**src/rtl/smp_sched_pkg.sv**
```systemverilog
// Shared types and constants for the TRW-S wavefront scheduler.
package smp_sched_pkg;

  typedef enum logic [1:0] {
    S_IDLE  = 2'd0,
    S_ISSUE = 2'd1,
    S_SYNC  = 2'd2,
    S_DONE  = 2'd3
  } sched_state_e;

  localparam logic DIR_FWD = 1'b0;
  localparam logic DIR_BWD = 1'b1;

  localparam int SMP_LAT_DEF = 8;

endpackage

```
**src/rtl/smp_tag_delay.sv**
```systemverilog
// Fixed-depth shift register carrying the {valid, addr, dir} tag of each issued
// pixel alongside its trip through the memory and the message passer.
module smp_tag_delay
  import smp_sched_pkg::*;
#(
  parameter int DEPTH = 9,
  parameter int AW    = 12
) (
  input  logic          clk,
  input  logic          rst,
  input  logic          in_vld,
  input  logic [AW-1:0] in_addr,
  input  logic          in_dir,
  output logic          out_vld,
  output logic [AW-1:0] out_addr,
  output logic          out_dir
);

  logic [DEPTH:1]         vld_pipe;
  logic [DEPTH:1]         dir_pipe;
  logic [DEPTH:1][AW-1:0] addr_pipe;

  always_ff @(posedge clk) begin
    if (rst) begin
      vld_pipe  <= '0;
      dir_pipe  <= '0;
      addr_pipe <= '0;
    end else begin
      vld_pipe[1]  <= in_vld;
      dir_pipe[1]  <= in_dir;
      addr_pipe[1] <= in_addr;
      for (int i = 2; i <= DEPTH; i++) begin
        vld_pipe[i]  <= vld_pipe[i-1];
        dir_pipe[i]  <= dir_pipe[i-1];
        addr_pipe[i] <= addr_pipe[i-1];
      end
    end
  end

  assign out_vld  = vld_pipe[DEPTH];
  assign out_addr = addr_pipe[DEPTH];
  assign out_dir  = dir_pipe[DEPTH];

endmodule

```
**src/rtl/smp_wavefront_scheduler.sv**
```systemverilog
// Anti-diagonal forward/backward pixel sequencer feeding the message passer.
// Optional SMP_SCHED_PERF_EN adds issue/stall performance counters.
module smp_wavefront_scheduler
  import smp_sched_pkg::*;
#(
  parameter int WIDTH      = 64,
  parameter int HEIGHT     = 48,
  parameter int PIX_AW     = 12,
  parameter int ITER_WIDTH = 8,
  parameter int RD_LAT     = 1,
  parameter int SMP_LAT    = SMP_LAT_DEF
) (
  input  logic                  clk,
  input  logic                  rst,
  input  logic                  start,
  input  logic [ITER_WIDTH-1:0] iterations,
  output logic                  busy,
  output logic                  done,
  output logic                  rd_en,
  output logic [PIX_AW-1:0]     rd_addr,
  output logic                  pass_dir,
  output logic                  smp_push,
  input  logic                  smp_valid,
  output logic                  wr_en,
  output logic [PIX_AW-1:0]     wr_addr,
  output logic                  wr_dir,
  output logic                  err
`ifdef SMP_SCHED_PERF_EN
  ,
  output logic [31:0]           perf_issued,
  output logic [31:0]           perf_stall
`endif
);

  localparam int DMAX  = WIDTH + HEIGHT - 2;
  localparam int DW    = $clog2(DMAX + 1);
  localparam int YW    = $clog2(HEIGHT);
  localparam int OW    = $clog2(RD_LAT + SMP_LAT + HEIGHT + 1);
  localparam int DEPTH = RD_LAT + SMP_LAT;
  localparam logic [DW-1:0] DMAX_D = DW'(DMAX);

  sched_state_e          state, state_nxt;
  logic [DW-1:0]         d;
  logic [YW-1:0]         y;
  logic                  dir;
  logic [ITER_WIDTH-1:0] iter, iter_tot;
  logic [OW-1:0]         outstanding, out_nxt;
  logic                  last_pix, last_iter, sync_go, accept, dec;
  logic [RD_LAT:1]       push_pipe;
  logic                  tag_vld, done_q, err_q;
  int                    addr_i;

  function automatic logic [YW-1:0] y_lo(input logic [DW-1:0] dd);
    int v;
    v = int'(dd) - WIDTH + 1;
    if (v < 0) v = 0;
    return YW'(v);
  endfunction

  function automatic logic [YW-1:0] y_hi(input logic [DW-1:0] dd);
    int v;
    v = int'(dd);
    if (v > HEIGHT - 1) v = HEIGHT - 1;
    return YW'(v);
  endfunction

  assign accept    = (state == S_IDLE) && start;
  assign last_pix  = (dir == DIR_FWD) ? (y == y_hi(d)) : (y == y_lo(d));
  assign last_iter = ({1'b0, iter} + 1'b1) == {1'b0, iter_tot};

  // A return in the same cycle as the last wait lets SYNC leave one cycle early.
  assign dec = smp_valid && ((outstanding != '0) || rd_en);
  always_comb begin
    out_nxt = outstanding;
    case ({rd_en, dec})
      2'b10:   out_nxt = outstanding + 1'b1;
      2'b01:   out_nxt = outstanding - 1'b1;
      default: out_nxt = outstanding;
    endcase
  end
  assign sync_go = (state == S_SYNC) && (out_nxt == '0);

  always_ff @(posedge clk) begin
    if (rst) state <= S_IDLE;
    else     state <= state_nxt;
  end

  always_comb begin
    state_nxt = state;
    case (state)
      S_IDLE:  if (start) state_nxt = (iterations != '0) ? S_ISSUE : S_DONE;
      S_ISSUE: if (last_pix) state_nxt = S_SYNC;
      S_SYNC:  if (sync_go)
                 state_nxt = (dir == DIR_BWD && d == '0 && last_iter) ? S_DONE : S_ISSUE;
      S_DONE:  state_nxt = S_IDLE;
      default: state_nxt = S_IDLE;
    endcase
  end

  always_comb begin
    rd_en = (state == S_ISSUE);
    busy  = (state != S_IDLE);
  end

  always_comb begin
    addr_i  = int'(y) * WIDTH + int'(d) - int'(y);
    rd_addr = rd_en ? PIX_AW'(addr_i) : '0;
  end

  always_ff @(posedge clk) begin
    if (rst) begin
      d        <= '0;
      y        <= '0;
      dir      <= DIR_FWD;
      iter     <= '0;
      iter_tot <= '0;
    end else begin
      case (state)
        S_IDLE: if (accept) begin
          iter_tot <= iterations;
          iter     <= '0;
          d        <= '0;
          y        <= '0;
          dir      <= DIR_FWD;
        end
        S_ISSUE: if (!last_pix) y <= (dir == DIR_FWD) ? y + 1'b1 : y - 1'b1;
        S_SYNC: if (sync_go) begin
          if (dir == DIR_FWD && d != DMAX_D) begin
            d <= d + 1'b1;
            y <= y_lo(d + 1'b1);
          end else if (dir == DIR_FWD) begin
            dir <= DIR_BWD;
            d   <= DMAX_D;
            y   <= YW'(HEIGHT - 1);
          end else if (d != '0) begin
            d <= d - 1'b1;
            y <= y_hi(d - 1'b1);
          end else begin
            iter <= iter + 1'b1;
            dir  <= DIR_FWD;
            d    <= '0;
            y    <= '0;
          end
        end
        default: ;
      endcase
    end
  end

  always_ff @(posedge clk) begin
    if (rst) begin
      outstanding <= '0;
      push_pipe   <= '0;
      done_q      <= 1'b0;
      err_q       <= 1'b0;
    end else begin
      outstanding  <= out_nxt;
      push_pipe[1] <= rd_en;
      for (int i = 2; i <= RD_LAT; i++) push_pipe[i] <= push_pipe[i-1];
      done_q       <= (state == S_DONE);
      err_q        <= err;
    end
  end

  smp_tag_delay #(.DEPTH(DEPTH), .AW(PIX_AW)) u_tag (
    .clk     (clk),
    .rst     (rst),
    .in_vld  (rd_en),
    .in_addr (rd_addr),
    .in_dir  (dir & rd_en),
    .out_vld (tag_vld),
    .out_addr(wr_addr),
    .out_dir (wr_dir)
  );

  assign done     = done_q;
  assign pass_dir = dir;
  assign smp_push = push_pipe[RD_LAT];
  assign wr_en    = smp_valid;
  // Combinational term flags the mismatch in the very cycle it happens.
  assign err      = err_q | (smp_valid != tag_vld);

`ifdef SMP_SCHED_PERF_EN
  always_ff @(posedge clk) begin
    if (rst || accept) begin
      perf_issued <= '0;
      perf_stall  <= '0;
    end else begin
      if (rd_en && !(&perf_issued)) perf_issued <= perf_issued + 1'b1;
      if (state == S_SYNC && outstanding != '0 && !(&perf_stall))
        perf_stall <= perf_stall + 1'b1;
    end
  end
`endif

endmodule

```
**config.mk**
```make
export PLATFORM = sky130hd
export DESIGN_NAME = smp_wavefront_scheduler
export DESIGN_NICKNAME = d
export VERILOG_FILES = /design/src/rtl/smp_sched_pkg.sv /design/src/rtl/smp_tag_delay.sv /design/src/rtl/smp_wavefront_scheduler.sv
export SDC_FILE = /design/constraint.sdc
export NUM_CORES = 1
export LEC_CHECK = 0
export ABC_AREA = 1
export BUFFER_PORTS_ARGS = -buffer_cell sky130_fd_sc_hd__buf_2
export CAP_MARGIN = 40
export CELL_PAD_IN_SITES_DETAIL_PLACEMENT = 0
export CELL_PAD_IN_SITES_GLOBAL_PLACEMENT = 1
export CORE_UTILIZATION = 25
export CTS_CLUSTER_DIAMETER = 40
export DETAILED_ROUTE_END_ITERATION = 12
export GPL_TIMING_DRIVEN = 0
export PLACE_DENSITY_LB_ADDON = 0.1
export SYNTH_ARGS = -nofsm -noshare
export SYNTH_HDL_FRONTEND = slang
export SYNTH_SLANG_ARGS = --single-unit
```
**constraint.sdc**
```tcl
create_clock -name clk -period 4.04 [get_ports clk]
set_clock_uncertainty 0.05 [all_clocks]
set_input_delay 0.606 -clock clk [delete_from_list [all_inputs] [get_ports clk]]
set_output_delay 0.606 -clock clk [all_outputs]
set_load 0.01 [all_outputs]
```
==> impl_table.tex, run 1 <==
\begin{tabular}{lr}
\hline
Metric & Value \\
\hline
\multicolumn{2}{l}{\textbf{Outcome}} \\
\quad Result of the run & finished clean \\
\multicolumn{2}{l}{\textbf{STA}} \\
\quad Max-slew violation count & 0 \\
\quad Final setup violating endpoints & 0 \\
\quad Final worst-path cycle share & approximately 93\% \\
\quad Final critical-path required period & 3750 ps \\
\quad Setup total negative slack & 0 ps \\
\quad Setup repair after global routing missed its margin & false \\
\quad Final hold viol count & 0 \\
\quad Slew @ Worst Pin & 638 ps \\
\quad Worst Hold Margin & around 340 ps \\
\quad Fmax & 0.267 GHz \\
\quad Tightest slew margin relative to the limit & a little under three fifths \\
\multicolumn{2}{l}{\textbf{Setup path}} \\
\quad Worst-path fanout max & 10 \\
\quad Instance count on the critical path & 15 \\
\quad Arrival time of data at the critical path endpoint & 3090 ps \\
\quad Delay-heaviest family, CP & adder cells \\
\quad Critical path origin & d[0] \\
\quad Worst path buffer plus inverter count & 6 \\
\quad FF-to-FF setup slack & roughly 450 ps \\
\quad Critical path destination & rd\_addr[9] \\
\quad Endpoint of the worst register-to-register path & iter[1] \\
\quad Slowest Stage Delay on Critical Path & 400 ps \\
\quad Start-to-end type of the worst setup path & reg2out \\
\quad Slowest cell on the critical path & sky130\_fd\_sc\_hd\_\_fa\_1 \\
\quad Cell count of the worst reg-to-reg path & 20 \\
\quad Chain of cells forming the critical path & buf\_4, inv\_1, ha\_1, inv\_1, ha\_1, inv\_1, fa\_1, inv\_1, a21oi\_1, nor2\_1, o21ai\_0, nand2\_1, nor2\_1, nor2\_1, buf\_2 \\
\quad Category of the worst setup path launch point & flop \\
\quad CP endpoint kind & primary output \\
\quad Cell seen most often among critical-path stages & sky130\_fd\_sc\_hd\_\_inv\_1 \\
\quad Critical register-to-register path startpoint & state[1] \\
\quad Required time of the critical path & 3380 ps \\
\multicolumn{2}{l}{\textbf{Detailed routing}} \\
\quad Post-Route WL & 19200 microns \\
\quad Iteration-0 DRC count of the detailed router & 279 \\
\quad Post-DRT Antenna Nets & 0 \\
\quad Routed WL per cell & 12.5 microns \\
\quad Drt via density & 3.98 \\
\quad Vias after detailed routing & 6105 \\
\quad First drt pass iteration count & 4 \\
\quad DRC errors left & 0 \\
\multicolumn{2}{l}{\textbf{Global route}} \\
\quad Antenna violations before repair & 0 \\
\quad Wire length of the first global-routing pass & 32300 microns \\
\quad All-layer global routing usage & around an eighth \\
\quad Pin count of the biggest net entering global routing & 21 \\
\quad Vias in the first global route & 6162 \\
\quad GR Overflow Total & 0 \\
\multicolumn{2}{l}{\textbf{Clock network}} \\
\quad Maximum level of the CTS H-tree & 4 \\
\quad Post-CTS Hold Buffers & 0 \\
\quad Clock root buffer & sky130\_fd\_sc\_hd\_\_clkbuf\_16 \\
\quad Number of clock sinks seen by CTS & 166 \\
\quad Clock network latency to the later pin of the worst-skew pair & 420 ps \\
\quad Maximum root-to-sink buffer count & 2 \\
\quad CTS tree & built \\
\quad CTS Buf Count & 17 \\
\quad Clock transition at the registers of the reported paths & about 90 ps \\
\multicolumn{2}{l}{\textbf{Die}} \\
\quad Vertical die dimension & $\sim$180 microns \\
\quad Die Width & 177 microns \\
\quad Number of placement rows & 63 \\
\quad Num ports & 44 \\
\quad Die area & 31200 sq um \\
\quad Effective utilization at floorplan & $\sim$26\% \\
\quad Standard cell core area & 29800 sq um \\
\multicolumn{2}{l}{\textbf{Yosys}} \\
\quad Netlist area before placement & around 7600 sq um \\
\quad Library cell occupying the most area in the post-synthesis netlist & sky130\_fd\_sc\_hd\_\_dfxtp\_1 \\
\quad Mapped Nets & 1120 \\
\quad Top-area cell type share of the netlist area & 43.6\% \\
\quad Number of distinct library cells after synthesis & 39 \\
\quad Count of flip-flops with a built-in enable after synthesis & 0 \\
\quad Share of flip-flops with an asynchronous set or reset after synthesis & 0\% \\
\quad Flip-flop cell with the highest count after synthesis & sky130\_fd\_sc\_hd\_\_dfxtp\_1 \\
\quad Synthesized flop and latch total & 166 \\
\quad Most common cell in the netlist & sky130\_fd\_sc\_hd\_\_inv\_1 \\
\quad Seq/Total Area, Yosys & between 40\% and 50\% \\
\quad Avg Inst Size Synth & between 7 and 8 sq um \\
\quad Synth top cells by count & sky130\_fd\_sc\_hd\_\_inv\_1 (202), sky130\_fd\_sc\_hd\_\_nand2\_1 (199), sky130\_fd\_sc\_hd\_\_nor2\_1 (192) \\
\quad Area contributors post-synth & sky130\_fd\_sc\_hd\_\_dfxtp\_1 (44\%), sky130\_fd\_sc\_hd\_\_inv\_1 (9.9\%), sky130\_fd\_sc\_hd\_\_nand2\_1 (9.8\%) \\
\quad Number of instances in the synthesized netlist & approximately 1100 \\
\quad Number of synthesis warnings & 0 \\
\multicolumn{2}{l}{\textbf{Power}} \\
\quad Share of power burned in registers & 27.2\% \\
\quad Power density over the cells & 840 nW/um\^{}2 \\
\quad Proportion of power drawn by combinational gates & 50.7\% \\
\quad Internal Power & 4.03 mW \\
\quad Share of total power in the clock network & 22.0\% \\
\quad LEAKAGE & 4.08 nW \\
\quad Maximum VDD drop & 0.392 mV \\
\quad Switching share of total power & a little under half \\
\quad Switching pwr & 3.52 mW \\
\multicolumn{2}{l}{\textbf{Cells and area}} \\
\quad Area used by multi-input combinational logic & 3280 sq um \\
\quad Finished Layout Cells & about 1500 \\
\quad Final layout net count & 1182 \\
\quad Antenna cell count & 0 \\
\quad Area Overhead vs Synth & 17.8\% \\
\quad Number of filler cells placed in the layout & approximately 3300 \\
\quad Proportion of layout cells with a drive suffix above 1 & 11.6\% \\
\quad Sequential cell area in the final layout & 3320 sq um \\
\multicolumn{2}{l}{\textbf{Place}} \\
\quad Global placement routability congestion & 0.795 \\
\quad Detailed Place HPWL & around 15000 microns \\
\quad Cell count after placement & roughly 1500 \\
\quad Buffers on Ports & 43 \\
\multicolumn{2}{l}{\textbf{Hold path}} \\
\quad Worst Hold Class & reg2reg \\
\multicolumn{2}{l}{\textbf{Run}} \\
\quad Number of max-cap violations & 0 \\
\hline
\end{tabular}
## cell type report
class | count | share of cell area (%)
Buffer | 43 | 2.83
Clock buffer | 17 | 4.74
Sequential cell | 166 | 37.0
Timing Repair Buffer | 44 | 2.48
Clock inverter | 15 | 2.12
Tap cell | 390 | 5.43
Multi-Input combinational cell | 649 | 36.5
Inverter | 210 | 8.86
## how the worst min path moves through the flow
stage                         from             endpoint  slack (ps)  cells past startpoint
6_report         u_tag.dir_pipe[3]    u_tag.dir_pipe[4]         340                      2
5_1_grt          u_tag.vld_pipe[8]    u_tag.vld_pipe[9]         360                      2
4_1_cts        u_tag.addr_pipe[57]  u_tag.addr_pipe[69]         340                      2
3_5_place_dp    u_tag.addr_pipe[1]  u_tag.addr_pipe[13]         340                      2
3_3_place_gp     u_tag.vld_pipe[3]    u_tag.vld_pipe[4]         340                      2
2_1_floorplan   u_tag.addr_pipe[0]  u_tag.addr_pipe[12]         340                      2
## power groups by stage
stage / clock network, mW / registers (mW) / logic (mW)
6_report: 1.66 / 2.05 / 3.83
5_1_grt: 1.80 / 2.09 / 4.46
4_1_cts: 1.73 / 2.06 / 3.88
3_5_place_dp: 0 / 2.10 / 3.85
3_3_place_gp: 0 / 2.09 / 3.89
2_1_floorplan: 0 / 2.02 / 2.81
## per-stage QoR
stage / power (mW) / cell area, sq um / worst slack, ps / utilization (%)
after floorplan: 4.83 / 7630 / 771 / -
after global placement: 5.98 / 8330 / -335 / 28.0
after detailed placement: 5.95 / 8330 / -305 / 28.0
after CTS: 7.67 / 8950 / 24.6 / 30.0
after global routing: 8.34 / 8980 / 7.00 / 30.1
final: 7.55 / 8980 / 295 / 30.1
## sequential cells by signal, indices dropped and copies added, names as in the netlist, 6 cells and up
name,flops
u_tag.dir_pipe,9
iter,8
u_tag.vld_pipe,9
iter_tot,8
u_tag.out_addr,12
u_tag.addr_pipe,96
y,6
d,7
outstanding,6
## metal layers
layer / wire [microns] / up-vias / track usage [%]
met1: 9940 / 2679 / 18.1
met2: 8820 / 61 / 22.0
met5: 0 / - / 0
met3: 383 / 4 / 2.34
met4: 89 / 0 / 3.13
li1: - / 3361 / -
## placed cells by master (no fill, tap or decap), drive strengths merged, types with 11 or more instances in the layout
cell	count
inv	216
nand2	204
nor2	198
dfxtp	166
nand3	70
buf	70
a21oi	49
ha	36
clkbuf	34
o21ai	28
nor3	14
nand4	11
## worst min-delay path: stages, from the launching register on
cell                      delay [ps]
sky130_fd_sc_hd__dfxtp_1         300
sky130_fd_sc_hd__inv_1            40
sky130_fd_sc_hd__nor2_1           30
## repair_timing
item / 4_1_cts / 5_1_grt
gates resized for setup: 4 / 10
buffers inserted: 0 / 1
pin swaps: 0 / 0
endpoints found under the setup margin: 24 / 26
## cells by family after synthesis
logic type,count (synthesis),synth area share (%)
xor gates and xnor gates,16,1.84
AOI/OAI and AO/OA,85,6.09
buffers and inverters,254,13.7
and+or+nand+nor,509,28.1
adders and majority gates,39,6.69
DFF,166,43.6
(Power assumes the default switching activity.)
==> run 2, diff against run 1 <==
- CORE_UTILIZATION: 25 -> 44
==> impl_table.tex, run 2 (synthesis results as in run 1) <==
\begin{tabular}{lr}
\hline
Metric & Value \\
\hline
\multicolumn{2}{l}{\textbf{Cells and area}} \\
\quad Final Instance Area & 8780 sq um \\
\quad Biggest register & u\_tag.addr\_pipe \\
\quad Number of flip-flops under the largest register name & 96 \\
\quad Area Overhead vs Synth & 15.1\% \\
\quad Final layout net count & between 1000 and 1500 \\
\quad Antenna cell count & 0 \\
\quad Number of filler cells placed in the layout & 1728 \\
\quad Highest-count cells in the layout ignoring fill and taps & sky130\_fd\_sc\_hd\_\_inv\_1 (202), sky130\_fd\_sc\_hd\_\_nand2\_1 (199), sky130\_fd\_sc\_hd\_\_nor2\_1 (191), sky130\_fd\_sc\_hd\_\_dfxtp\_1 (166), sky130\_fd\_sc\_hd\_\_nand3\_1 (68) \\
\quad Most common library cell in the layout ignoring fill and taps & sky130\_fd\_sc\_hd\_\_inv\_1 \\
\quad Proportion of layout cells with a drive suffix above 1 & 11.4\% \\
\multicolumn{2}{l}{\textbf{Clock network}} \\
\quad Post-CTS Hold Buffers & 0 \\
\quad Number of clock sinks seen by CTS & 166 \\
\quad CTS Buf Count & 17 \\
\quad Clock network latency to the later pin of the worst-skew pair & 420 ps \\
\quad Maximum root-to-sink buffer count & 2 \\
\quad CTS tree & built \\
\quad Clock transition at the registers of the reported paths & 70 ps \\
\quad Clock root buffer & sky130\_fd\_sc\_hd\_\_clkbuf\_16 \\
\quad Maximum level of the CTS H-tree & 4 \\
\multicolumn{2}{l}{\textbf{Setup path}} \\
\quad Delay-heaviest family, CP & adder cells \\
\quad Required time of the critical path & 3380 ps \\
\quad Start-to-end type of the worst setup path & reg2out \\
\quad Slowest cell on the critical path & sky130\_fd\_sc\_hd\_\_dfxtp\_1 \\
\quad Cell count of the worst reg-to-reg path & 19 \\
\quad Arrival time of data at the critical path endpoint & 3060 ps \\
\quad Instance count on the critical path & 14 \\
\quad Category of the worst setup path launch point & flop \\
\quad Cell seen most often among critical-path stages & sky130\_fd\_sc\_hd\_\_nand2\_1 \\
\quad Chain of cells forming the critical path & clkinv\_1, ha\_1, inv\_1, ha\_1, a21oi\_1, o21ai\_0, a21oi\_1, nor2\_1, o21ai\_0, nand2\_1, nand2\_1, nand2\_1, nor2\_1, buf\_2 \\
\quad CP endpoint kind & primary output \\
\quad Worst path buffer plus inverter count & 3 \\
\quad Worst-path fanout max & 7 \\
\quad Slowest Stage Delay on Critical Path & 420 ps \\
\multicolumn{2}{l}{\textbf{STA}} \\
\quad Max-slew violation count & 0 \\
\quad Fmax & 0.269 GHz \\
\quad Final critical-path required period & between 3000 and 4000 ps \\
\quad Final setup violating endpoints & 0 \\
\quad Final hold viol count & 0 \\
\quad Final worst-path cycle share & 91.9\% \\
\quad Setup total negative slack & 0 ps \\
\quad Setup repair after global routing missed its margin & false \\
\quad Slew @ Worst Pin & 580 ps \\
\quad Tightest slew margin relative to the limit & approximately three fifths \\
\multicolumn{2}{l}{\textbf{Detailed routing}} \\
\quad First drt pass iteration count & 4 \\
\quad Iteration-0 DRC count of the detailed router & 294 \\
\quad Post-DRT Antenna Nets & 0 \\
\quad Post-Route WL & 16400 microns \\
\quad Vias after detailed routing & slightly above 6000 \\
\quad Drt via density & 4.55 \\
\quad DRC errors left & 0 \\
\quad Routed WL per cell & 12.0 microns \\
\multicolumn{2}{l}{\textbf{Hold path}} \\
\quad Cell depth of the worst hold path & 2 \\
\quad Worst Hold Class & reg2reg \\
\multicolumn{2}{l}{\textbf{Global route}} \\
\quad GR Overflow Total & 0 \\
\quad Met1 GRT Util & 25.6\% \\
\quad Most crowded layer after global routing & met2 \\
\quad Wire length of the first global-routing pass & 27200 microns \\
\quad All-layer global routing usage & 19.5\% \\
\quad Global routing usage on met3 & 3.27\% \\
\quad Vias in the first global route & 5582 \\
\quad Global routing usage on met2 & 32.7\% \\
\quad Pin count of the biggest net entering global routing & 20 \\
\quad Antenna violations before repair & 0 \\
\multicolumn{2}{l}{\textbf{Power}} \\
\quad Total power draw & 7.48 mW \\
\quad LEAKAGE & 4.10 nW \\
\quad Power density over the cells & approximately 850 nW/um\^{}2 \\
\quad Maximum VDD drop & 0.567 mV \\
\multicolumn{2}{l}{\textbf{Outcome}} \\
\quad Result of the run & finished clean \\
\multicolumn{2}{l}{\textbf{Die}} \\
\quad Vertical die dimension & 134 microns \\
\quad Standard cell core area & 16800 sq um \\
\quad Effective utilization at floorplan & 45.5\% \\
\quad Die area & 17900 sq um \\
\quad Die Width & 134 microns \\
\quad Num ports & 44 \\
\quad Number of placement rows & 47 \\
\multicolumn{2}{l}{\textbf{Place}} \\
\quad Detailed Place HPWL & around 13000 microns \\
\quad Instance area after placement & 8120 sq um \\
\quad Global placement routability congestion & approximately 0.86 \\
\quad Buffers on Ports & 43 \\
\multicolumn{2}{l}{\textbf{Run}} \\
\quad Number of max-cap violations & 0 \\
\hline
\end{tabular}
[run 2: cell types whose count changed in the layout (fill, tap and decap cells not counted), moves of 2 or more]
cell	change
sky130_fd_sc_hd__bufinv_16	+2
sky130_fd_sc_hd__inv_6	+3
sky130_fd_sc_hd__inv_12	-2
sky130_fd_sc_hd__inv_8	-2
[run 2: worst min-delay path, stage by stage, from the launching register on]
cell	delay, ps
sky130_fd_sc_hd__dfxtp_1	300
sky130_fd_sc_hd__inv_1	40
sky130_fd_sc_hd__nor2_1	30
[run 2: where the power goes]
group	switching (mW)	total [mW]	internal (mW)
registers	0.200	2.05	1.85
logic	2.42	3.75	1.33
clock network	0.727	1.68	0.951
total	3.35	7.48	4.13
[run 2: path summary, 6_finish.rpt]
kind / endpoint / slack (ps) / startpoint
setup / recovery: rd_addr[9] / 330 / d[6]
hold / removal: u_tag.vld_pipe[5] / 350 / u_tag.vld_pipe[4]
setup reg to reg: d[1] / 430 / state[1]
hold reg to reg: u_tag.vld_pipe[5] / 350 / u_tag.vld_pipe[4]
[run 2: cell type report]
| type | instances | area, sq um | area share [%] |
|---|---|---|---|
| sequential | 166 | 3320 | 37.9 |
| multi-input combinational | 649 | 3270 | 37.3 |
| inverter | 210 | 792 | 9.02 |
| clock buffer | 17 | 425 | 4.85 |
| tap | 220 | 275 | 3.14 |
| buffer | 43 | 254 | 2.89 |
| timing repair buffer | 45 | 230 | 2.62 |
| clock inverter | 15 | 205 | 2.34 |
[run 2: layer usage]
layer,part of all wire (%),routed length (microns)
met1,49,7960
met3,2.6,421
met4,0.99,162
met2,48,7850
met5,0,0
[run 2: timing repair]
action,CTS,global route
setup endpoints to repair,22,24
gates resized for setup,2,8
setup buffers,0,2
[run 2: per-stage QoR]
| stage | hold WS (ps) | util (%) | worst slack [ps] | std cells |
|---|---|---|---|---|
| after detailed placement | 343 | 48.4 | -165 | 1332 |
| final | 347 | 52.4 | 328 | 1365 |
| after global routing | 359 | 52.4 | 19.1 | 1365 |
| after floorplan | 338 | - | 771 | 1069 |
| after global placement | 339 | 48.4 | -200 | 1332 |
| after CTS | 351 | 52.2 | 128 | 1363 |
==> run 3, diff against run 2 <==
- PLACE_DENSITY: unset -> 0.85
- PLACE_DENSITY_LB_ADDON: 0.1 -> unset
==> impl_table.tex, run 3 (synthesis results as in run 1) <==
\begin{tabular}{lr}
\hline
Metric & Value \\
\hline
\multicolumn{2}{l}{\textbf{Setup path}} \\
\quad Required time of the critical path & around 3400 ps \\
\quad Category of the worst setup path launch point & flop \\
\quad Slowest cell on the critical path & sky130\_fd\_sc\_hd\_\_dfxtp\_1 \\
\quad Chain of cells forming the critical path & clkinv\_1, ha\_1, inv\_1, ha\_1, a21oi\_1, o21ai\_0, a21oi\_1, nor2\_1, o21ai\_0, nand2\_1, nand2\_1, nand2\_1, nor2\_1, buf\_2 \\
\quad Start-to-end type of the worst setup path & reg2out \\
\quad Arrival time of data at the critical path endpoint & 3090 ps \\
\quad CP endpoint kind & primary output \\
\quad Slowest Stage Delay on Critical Path & 420 ps \\
\quad Worst-path fanout max & 7 \\
\quad Cell seen most often among critical-path stages & sky130\_fd\_sc\_hd\_\_nand2\_1 \\
\multicolumn{2}{l}{\textbf{STA}} \\
\quad Fmax & 0.267 GHz \\
\quad Final setup violating endpoints & 0 \\
\quad Slew @ Worst Pin & 589 ps \\
\quad Tightest slew margin relative to the limit & 60.7\% \\
\quad Setup repair after global routing missed its margin & true \\
\quad Final worst-path cycle share & 92.7\% \\
\quad Setup total negative slack & 0 ps \\
\quad Max-slew violation count & 0 \\
\quad Final critical-path required period & about 3700 ps \\
\quad Final hold viol count & 0 \\
\quad Worst setup slack after layout & 296 ps \\
\multicolumn{2}{l}{\textbf{Hold path}} \\
\quad Worst Hold Class & reg2reg \\
\multicolumn{2}{l}{\textbf{Cells and area}} \\
\quad Area Overhead vs Synth & 14.3\% \\
\quad Finished Layout Cells & 1362 \\
\quad Most common library cell in the layout ignoring fill and taps & sky130\_fd\_sc\_hd\_\_inv\_1 \\
\quad Biggest register & u\_tag.addr\_pipe \\
\quad Proportion of layout cells with a drive suffix above 1 & 10.9\% \\
\quad Antenna cell count & 0 \\
\quad Final layout net count & 1181 \\
\quad Highest-count cells in the layout ignoring fill and taps & sky130\_fd\_sc\_hd\_\_inv\_1 (202), sky130\_fd\_sc\_hd\_\_nand2\_1 (199), sky130\_fd\_sc\_hd\_\_nor2\_1 (192), sky130\_fd\_sc\_hd\_\_dfxtp\_1 (166), sky130\_fd\_sc\_hd\_\_nand3\_1 (68) \\
\quad Number of flip-flops under the largest register name & 96 \\
\quad Final Instance Area & 8720 sq um \\
\multicolumn{2}{l}{\textbf{Detailed routing}} \\
\quad Top sig layer & met4 \\
\quad Routed WL per cell & 11.6 microns \\
\quad Post-DRT Antenna Nets & 0 \\
\quad Met3 WL & 514 microns \\
\quad First drt pass iteration count & 5 \\
\quad Iteration-0 DRC count of the detailed router & 321 \\
\quad Drt via density & 4.55 \\
\quad Met2 layer wire length in the routed design & 7340 microns \\
\quad DRC errors left & 0 \\
\quad Met1 wire length & 7680 microns \\
\quad Vias after detailed routing & 6200 \\
\quad Post-Route WL & 15800 microns \\
\multicolumn{2}{l}{\textbf{Die}} \\
\quad Standard cell core area & 16800 sq um \\
\quad Die Width & 134 microns \\
\quad Num ports & 44 \\
\quad Effective utilization at floorplan & a little under half \\
\quad Vertical die dimension & between 100 and 150 microns \\
\quad Die area & 17900 sq um \\
\quad Number of placement rows & 47 \\
\multicolumn{2}{l}{\textbf{Outcome}} \\
\quad Result of the run & finished clean \\
\multicolumn{2}{l}{\textbf{Clock network}} \\
\quad Clock transition at the registers of the reported paths & 70 ps \\
\quad Maximum root-to-sink buffer count & 2 \\
\quad CTS Buf Count & 17 \\
\quad Post-CTS repair timing setup buffer count & 0 \\
\quad Clock network latency to the later pin of the worst-skew pair & approximately 430 ps \\
\quad CTS tree & built \\
\quad Post-CTS Hold Buffers & 0 \\
\quad Number of clock sinks seen by CTS & 166 \\
\quad Maximum level of the CTS H-tree & 4 \\
\quad Total of cells resized after clock tree synthesis & 1 \\
\quad Clock root buffer & sky130\_fd\_sc\_hd\_\_clkbuf\_16 \\
\multicolumn{2}{l}{\textbf{Power}} \\
\quad LEAKAGE & 4.07 nW \\
\quad Total power draw & 7.36 mW \\
\quad Maximum VDD drop & 0.604 mV \\
\quad Power density over the cells & 844 nW/um\^{}2 \\
\multicolumn{2}{l}{\textbf{Global route}} \\
\quad Antenna violations before repair & 0 \\
\quad Wire length of the first global-routing pass & between 20000 and 30000 microns \\
\quad All-layer global routing usage & 19.1\% \\
\quad GR Overflow Total & 0 \\
\quad Vias in the first global route & 5526 \\
\quad Pin count of the biggest net entering global routing & 17 \\
\multicolumn{2}{l}{\textbf{Run}} \\
\quad Number of max-cap violations & 0 \\
\multicolumn{2}{l}{\textbf{Place}} \\
\quad Global placement routability congestion & 0.915 \\
\quad Buffers on Ports & between 40 and 50 \\
\quad Worst setup slack before clock tree synthesis & 20.0 ps \\
\quad Instance area after placement & slightly above 8000 sq um \\
\quad Detailed Place HPWL & about 12000 microns \\
\quad Cell count after placement & about 1300 \\
\hline
\end{tabular}
-- run 3: worst max-delay path: cells and delay by family (launching register included) --
kind | cells | cell delay (ps)
AOI/OAI and AO/OA | 4 | 590
adders and majority gates | 2 | 710
buffers and inverters | 3 | 490
and+or+nand+nor | 5 | 450
DFF | 1 | 420
-- run 3: worst paths after layout --
path                                         from                 to  slack, ps  cells past startpoint
worst min-delay path            u_tag.dir_pipe[2]  u_tag.dir_pipe[3]        350                      2
worst max-delay path                         d[6]         rd_addr[9]        300                     14
worst min register to register  u_tag.dir_pipe[2]  u_tag.dir_pipe[3]        350                      2
worst max register to register           state[1]               d[4]        400                     19
-- run 3: metrics by stage --
step	hold slack, ps	util [%]
6_report	346	52.0
4_1_cts	345	52.0
3_3_place_gp	339	48.4
3_5_place_dp	342	48.4
5_1_grt	351	52.0
2_1_floorplan	338	-
-- run 3: area by class of cell --
class	count	area, sq um
Timing Repair Buffer	43	215
Tap cell	220	275
Clock inverter	13	160
Sequential cell	166	3320
Inverter	210	790
Buffer	43	251
Clock buffer	18	439
Fill cell	1694	8040
Multi-Input combinational cell	649	3260
-- run 3: report_power, final --
part           internal [mW]  switching [mW]  leakage [nW]
Sequential              1.85           0.188          1.35
Combinational           1.30            2.38          2.43
Clock                  0.946           0.690         0.291
Total                   4.10            3.26          4.07
-- run 3: routing by layer --
metal | vias to the layer above | global-route usage, %
met2 | 91 | 30.7
met3 | 18 | 3.46
met4 | 0 | 6.31
li1 | 3365 | -
met5 | - | 0
met1 | 2726 | 25.8
